`src/rtl/dmem_port_pkg.sv`:
```
// Shared definitions for the data-memory port: byte-lane mask encodings,
// FSM state encoding, default timeout and a mask legality helper.
package dmem_port_pkg;

  // Byte-lane masks as produced by the decoder for byte, half and word access.
  localparam logic [3:0] MASK_B0 = 4'b0001;
  localparam logic [3:0] MASK_B1 = 4'b0010;
  localparam logic [3:0] MASK_B2 = 4'b0100;
  localparam logic [3:0] MASK_B3 = 4'b1000;
  localparam logic [3:0] MASK_H0 = 4'b0011;
  localparam logic [3:0] MASK_H1 = 4'b1100;
  localparam logic [3:0] MASK_W  = 4'b1111;

  // Cycles allowed in REQ plus WAIT_R before an access is aborted.
  localparam int TIMEOUT_DEFAULT = 64;

  typedef enum logic [1:0] {
    ST_IDLE   = 2'd0,
    ST_REQ    = 2'd1,
    ST_WAIT_R = 2'd2,
    ST_RESP   = 2'd3
  } state_t;

  // True for the seven lane patterns the port can actually execute.
  function automatic logic mask_legal(input logic [3:0] mask);
    case (mask)
      MASK_B0, MASK_B1, MASK_B2, MASK_B3,
      MASK_H0, MASK_H1, MASK_W: return 1'b1;
      default:                  return 1'b0;
    endcase
  endfunction

endpackage

```
`src/rtl/dmem_port_lsu_align.sv`:
```
// lsu_align: purely combinational lane steering shared by the port and any
// future cache path. Stores are replicated across lanes so the memory only
// needs the byte enables; loads pick the lane named by the mask and extend it.
module lsu_align
  import dmem_port_pkg::*;
(
  input  logic [3:0]  i_we,
  input  logic [31:0] i_wdata,
  output logic [31:0] o_wdata,
  input  logic [3:0]  i_re,
  input  logic        i_unsigned,
  input  logic [31:0] i_rdata,
  output logic [31:0] o_rdata
);

  logic [7:0]  w_byte;
  logic [15:0] w_half;
  logic        w_fill;

  // Store replication: narrow data is copied into every lane it could occupy.
  always_comb begin
    // NOTE: every output of a combinational block gets a default first so no
    // path through the case can leave it unassigned and infer a latch.
    o_wdata = i_wdata;
    case (i_we)
      MASK_B0, MASK_B1, MASK_B2, MASK_B3: o_wdata = {4{i_wdata[7:0]}};
      MASK_H0, MASK_H1:                   o_wdata = {2{i_wdata[15:0]}};
      default:                            o_wdata = i_wdata;
    endcase
  end

  // Load extraction: select the lane, then zero- or sign-extend to 32 bits.
  always_comb begin
    w_byte  = 8'h00;
    w_half  = 16'h0000;
    w_fill  = 1'b0;
    o_rdata = 32'h0000_0000;
    case (i_re)
      MASK_B0, MASK_B1, MASK_B2, MASK_B3: begin
        case (i_re)
          MASK_B1: w_byte = i_rdata[15:8];
          MASK_B2: w_byte = i_rdata[23:16];
          MASK_B3: w_byte = i_rdata[31:24];
          default: w_byte = i_rdata[7:0];
        endcase
        w_fill  = ~i_unsigned & w_byte[7];
        o_rdata = {{24{w_fill}}, w_byte};
      end
      MASK_H0, MASK_H1: begin
        w_half  = (i_re == MASK_H1) ? i_rdata[31:16] : i_rdata[15:0];
        w_fill  = ~i_unsigned & w_half[15];
        o_rdata = {{16{w_fill}}, w_half};
      end
      MASK_W:  o_rdata = i_rdata;
      default: o_rdata = 32'h0000_0000;
    endcase
  end

endmodule

```
`src/rtl/dmem_port.sv`:
```
// dmem_port: single-outstanding load/store controller between the decoder's
// lane masks and a valid/ready data memory. Holds the core with stall while
// the access is in flight and returns an extended load result with a
// one-cycle resp_valid pulse. Illegal masks and unresponsive memories finish
// through the same RESP cycle with err raised.
module dmem_port
  import dmem_port_pkg::*;
#(
  parameter int TIMEOUT = TIMEOUT_DEFAULT
) (
  input  logic        clk,
  input  logic        reset,
  input  logic        req_valid,
  input  logic [31:0] addr,
  input  logic [3:0]  we,
  input  logic [3:0]  re,
  input  logic [31:0] wdata,
  input  logic        rd_sign,
  output logic        stall,
  output logic        resp_valid,
  output logic [31:0] rdata,
  output logic        err,
  output logic        mem_valid,
  input  logic        mem_ready,
  output logic [31:0] mem_addr,
  output logic [3:0]  mem_we,
  output logic [31:0] mem_wdata,
  input  logic        mem_rvalid,
  input  logic [31:0] mem_rdata
);

  localparam int             CW       = $clog2(TIMEOUT) + 1;
  localparam logic [CW-1:0]  CNT_LAST = CW'(TIMEOUT - 1);

  state_t        r_state;
  state_t        w_next;
  logic [CW-1:0] r_cnt;

  logic [31:0]   r_mem_addr;
  logic [3:0]    r_mem_we;
  logic [31:0]   r_mem_wdata;
  logic [3:0]    r_re;
  logic          r_unsigned;
  logic          r_is_load;
  logic [31:0]   r_rdata;
  logic          r_err;

  logic          w_active;
  logic          w_illegal;
  logic          w_expired;
  logic          w_accept;
  logic          w_reject;
  logic          w_abort;
  logic          w_capture;
  logic [31:0]   w_store_data;
  logic [31:0]   w_load_data;

  // Store data is steered from the live inputs so it can be registered at
  // accept; load data is steered with the captured mask from the raw bus.
  lsu_align u_align (
    .i_we       (we),
    .i_wdata    (wdata),
    .o_wdata    (w_store_data),
    .i_re       (r_re),
    .i_unsigned (r_unsigned),
    .i_rdata    (mem_rdata),
    .o_rdata    (w_load_data)
  );

  // A request only counts when it names at least one lane; a mask that is
  // set on both sides, or is not a byte/half/word pattern, cannot execute.
  assign w_active  = req_valid && ((|we) || (|re));
  assign w_illegal = ((|we) && (|re))
                  || ((|we) && !mask_legal(we))
                  || ((|re) && !mask_legal(re));
  assign w_expired = (r_cnt == CNT_LAST);

  // Next-state and handshake outputs; memory completion wins over a timeout
  // landing in the same cycle, since the access did finish.
  always_comb begin
    w_next     = r_state;
    w_accept   = 1'b0;
    w_reject   = 1'b0;
    w_abort    = 1'b0;
    w_capture  = 1'b0;
    stall      = 1'b0;
    mem_valid  = 1'b0;
    resp_valid = 1'b0;
    err        = 1'b0;
    case (r_state)
      ST_IDLE: begin
        stall = w_active;
        if (w_active) begin
          if (w_illegal) begin
            w_reject = 1'b1;
            w_next   = ST_RESP;
          end else begin
            w_accept = 1'b1;
            w_next   = ST_REQ;
          end
        end
      end
      ST_REQ: begin
        stall     = 1'b1;
        mem_valid = 1'b1;
        if (mem_ready) begin
          w_next = r_is_load ? ST_WAIT_R : ST_RESP;
        end else if (w_expired) begin
          w_abort = 1'b1;
          w_next  = ST_RESP;
        end
      end
      ST_WAIT_R: begin
        stall = 1'b1;
        if (mem_rvalid) begin
          w_capture = 1'b1;
          w_next    = ST_RESP;
        end else if (w_expired) begin
          w_abort = 1'b1;
          w_next  = ST_RESP;
        end
      end
      ST_RESP: begin
        resp_valid = 1'b1;
        err        = r_err;
        w_next     = ST_IDLE;
      end
      default: w_next = ST_IDLE;
    endcase
  end

  // State register.
  always_ff @(posedge clk) begin
    // NOTE: state elements use non-blocking assignments so every register
    // samples the pre-edge values, independent of block ordering.
    if (reset) r_state <= ST_IDLE;
    else       r_state <= w_next;
  end

  // Timeout counter: cleared when an access enters REQ, advances while the
  // memory owes a handshake or read data.
  always_ff @(posedge clk) begin
    if (reset) begin
      r_cnt <= '0;
    end else if (w_accept) begin
      r_cnt <= '0;
    end else if ((r_state == ST_REQ) || (r_state == ST_WAIT_R)) begin
      r_cnt <= r_cnt + CW'(1);
    end
  end

  // Request capture: bus fields are registered once so they stay stable for
  // the whole time mem_valid is high.
  always_ff @(posedge clk) begin
    if (reset) begin
      r_mem_addr  <= 32'h0000_0000;
      r_mem_we    <= 4'h0;
      r_mem_wdata <= 32'h0000_0000;
      r_re        <= 4'h0;
      r_unsigned  <= 1'b0;
      r_is_load   <= 1'b0;
    end else if (w_accept) begin
      r_mem_addr  <= addr & ~32'h0000_0003;
      r_mem_we    <= we;
      r_mem_wdata <= w_store_data;
      r_re        <= re;
      r_unsigned  <= rd_sign;
      r_is_load   <= |re;
    end
  end

  // Response capture: load data lands on the transition into RESP and is
  // held until the next response; failed accesses report zero data.
  always_ff @(posedge clk) begin
    if (reset) begin
      r_rdata <= 32'h0000_0000;
      r_err   <= 1'b0;
    end else if (w_accept) begin
      r_err   <= 1'b0;
    end else if (w_capture) begin
      r_rdata <= w_load_data;
      r_err   <= 1'b0;
    end else if (w_reject || w_abort) begin
      r_rdata <= 32'h0000_0000;
      r_err   <= 1'b1;
    end
  end

  assign mem_addr  = r_mem_addr;
  assign mem_we    = r_mem_we;
  assign mem_wdata = r_mem_wdata;
  assign rdata     = r_rdata;

endmodule

```
`config.mk`:
```
export PLATFORM = sky130hd
export DESIGN_NAME = dmem_port
export DESIGN_NICKNAME = d
export VERILOG_FILES = /design/src/rtl/dmem_port_pkg.sv /design/src/rtl/dmem_port_lsu_align.sv /design/src/rtl/dmem_port.sv
export SDC_FILE = /design/constraint.sdc
export NUM_CORES = 1
export LEC_CHECK = 0
export BUFFER_PORTS_ARGS = -buffer_cell sky130_fd_sc_hd__buf_2
export CORE_ASPECT_RATIO = 0.7
export CORE_MARGIN = 8
export CORE_UTILIZATION = 45
export CTS_BUF_LIST = sky130_fd_sc_hd__clkbuf_4 sky130_fd_sc_hd__clkbuf_8
export CTS_CLUSTER_DIAMETER = 150
export DETAILED_ROUTE_END_ITERATION = 10
export GPL_ROUTABILITY_DRIVEN = 0
export PLACE_DENSITY = 0.84
export RECOVER_POWER = 100
export SLEW_MARGIN = 5
export SYNTH_ARGS = -nofsm -noshare
export SYNTH_HDL_FRONTEND = slang
export SYNTH_SLANG_ARGS = --single-unit
```
`constraint.sdc`:
```
create_clock -name clk -period 5.22 [get_ports clk]
set_clock_uncertainty 0.15 [all_clocks]
set_input_delay 1.305 -clock clk [delete_from_list [all_inputs] [get_ports clk]]
set_output_delay 1.305 -clock clk [all_outputs]
set_load 0.005 [all_outputs]
```
==> out/summary.txt <==
status -> finished, final reports clean
Netlist cell types -> 54
final core utilization -> 0.570
max-cap violations -> 0
Synth warnings -> 0
core area -> 0.0115 mm²
Die Ht -> 106 µm
kind of critical path -> input pin to output port
#FFs+latches synth -> 114
DR top layer -> met4
Final Slew Violations -> 0
DRT antenna net count -> 0
pre-CTS setup slack -> 1.18 ns
total power -> 0.00210 W
CP Capture Type -> output port
min cycle time layout -> 4.33 ns
Main synth FF type -> dfxtp_1
GRT Total Usage -> 0.201
first-pass GRT wire length -> 24900 µm
Worst Path Required -> 3.76 ns
Slew @ Worst Pin -> 1.08 ns
Cells after Synth -> 598
clock latency on the worst-skew pair -> 0.42 ns
Clock Tree Root -> clkbuf_8
f_max -> 231 MHz
Post-DP HPWL -> 11500 µm
htree depth -> 4
Reg clk slew, reported paths -> 0.07 ns
top cell type's share of synthesized area -> 0.438
CTS Hold Bufs -> 0
die area -> 0.0153 mm²
final hold vios -> 0
RSZ-0062 raised after global routing -> no
register area share after synthesis -> 0.438
largest net degree at the start of global routing -> 83
CTS buffer count -> 17
DRC -> 0
Max clock buf depth -> 2
CP arrival -> 2.87 ns
TritonCTS clock tree -> built
area grow syn2layout -> 25.9%
DRT Wirelength -> 16100 µm
Leak -> 2.48 nW
GRT Residual Overflow -> 0
Via density -> 5.45
Rel. slew slack -> 0.280
met3 WL -> 1620 µm
CP startpoint kind -> input pin
syn avg cell area -> 8.72 µm²
Power Dens Cells -> 320 mW/mm²
final setup margin -> 0.892 ns
final period utilization -> 0.829
vias in the first global route -> 4860
Starting Density -> 0.452
1st-iter DRT viols -> 447
initial antenna violation count -> 0
Rows -> 33
routed wl met2 -> 7040 µm
routed vias -> 5193
I/O pins -> 214
port bufs -> 209
post-synth top area cell -> dfxtp_1
postcts setup bufs -> 0
DRT Pass-1 Iters -> 6
largest fanout on the critical path -> 13
Cell Area, Synth -> 0.00521 mm²
commonest non-fill, non-tap cells in the layout -> buf_2 (127), dfxtp_1 (114), nand2_1 (108), clkbuf_1 (81), a21oi_1 (79)
commonest non-fill, non-tap cell in the layout -> buf_2
number of flops mapped to enable cells by yosys -> 0
setup violators final -> 0
Wirelength per Cell -> 16.9 µm
TNS Setup -> 0 ns
Max VDD drop -> 0.186 mV
proportion of synthesized flip-flops having asynchronous set or reset -> 0
nets@finish -> 899
# resized after CTS -> 0
ranking of synthesized cells by area -> dfxtp_1 (44%), nand2_1 (7.8%), a21oi_1 (7.6%)
antenna cell count -> 0
met1 WL -> 7130 µm
hold crit path type -> flip-flop to flip-flop
hold_ws -> 0.304 ns
x dimension of the die -> 145 µm
layout cells sized above 1 -> 0.242
CTS sink count -> 114
-- kinds of logic (layout without fill, tap and decap cells) --
| group | after synthesis | after routing | share of synthesized area |
|---|---|---|---|
| simple gates | 202 | 202 | 0.175 |
| compound gates | 193 | 193 | 0.271 |
| flops | 114 | 114 | 0.438 |
| buf+inv | 55 | 251 | 0.0499 |
| mux | 18 | 18 | 0.0348 |
| xor+xnor | 9 | 9 | 0.0166 |
| fa+ha+maj | 6 | 6 | 0.0144 |
| other cells | 1 | 2 | 0.000719 |
-- state kept, by name, summed over array words and instances, names as in the netlist --
signal	flops
r_unsigned	1
rdata	32
r_cnt	7
r_state	2
r_re	4
mem_addr	30
mem_wdata	32
r_is_load	1
r_err	1
mem_we	4
-- through the flow --
| stage | std cells | cell area, µm² |
|---|---|---|
| after detailed placement | 921 | 6270 |
| final | 952 | 6560 |
| after global routing | 952 | 6560 |
| after floorplan | 599 | 5220 |
| after CTS | 952 | 6680 |
| after global placement | 921 | 6270 |
-- layout make-up --
type,instances,area [µm²]
clock buffer,23,304
clock inverter,8,103
fill,1111,4960
inverter,4,15.0
multi-input combinational,430,2670
sequential,114,2280
tap,157,196
timing repair buffer,216,993
-- worst paths after layout --
| kind | start | end | slack (ns) | cells past startpoint |
|---|---|---|---|---|
| worst max register to register | r_re[2] | rdata[15] | 2.28 | 5 |
| worst max-delay path | we[1] | stall | 0.89 | 7 |
| worst min-delay path | mem_addr[26] | mem_addr[26] | 0.30 | 2 |
| worst min register to register | mem_addr[26] | mem_addr[26] | 0.30 | 2 |
-- worst max-delay path, cell delays in order --
cell and delay, ns:
clkbuf_1 0.32, nor4_1 0.61, and2_0 0.27, nor2_1 0.06
nor2_1 0.12, nor2_1 0.06, buf_2 0.12
-- synthesized netlist by cell type, drive strengths merged, types with 3 or more instances --
cell type	count
xnor2	4
a22oi	15
nor2	51
clkbuf	22
nor3	5
o221a	6
a221oi	9
inv	4
a211oi	27
xor2	5
o21ai	3
nand4	6
nand2	108
or2	5
a221o	7
nand3b	10
a22o	7
a21oi	79
buf	29
nor2b	4
and2	3
dfxtp	114
o2bb2ai	25
mux2i	17
ha	6
-- power breakdown --
group | total, W | internal [W] | switching (W) | leakage, nW
logic | 0.000349 | 0.000139 | 0.000210 | 1.36
registers | 0.000913 | 0.000894 | 0.0000195 | 0.919
clock network | 0.000840 | 0.000482 | 0.000358 | 0.193
-- metal layers --
| layer | vias up | GRT usage |
|---|---|---|
| met5 | - | 0 |
| li1 | 2531 | - |
| met2 | 254 | 0.297 |
| met1 | 2386 | 0.267 |
| met3 | 22 | 0.0721 |
| met4 | 0 | 0.0666 |
No activity file was read; power rests on OpenSTA's default activity.
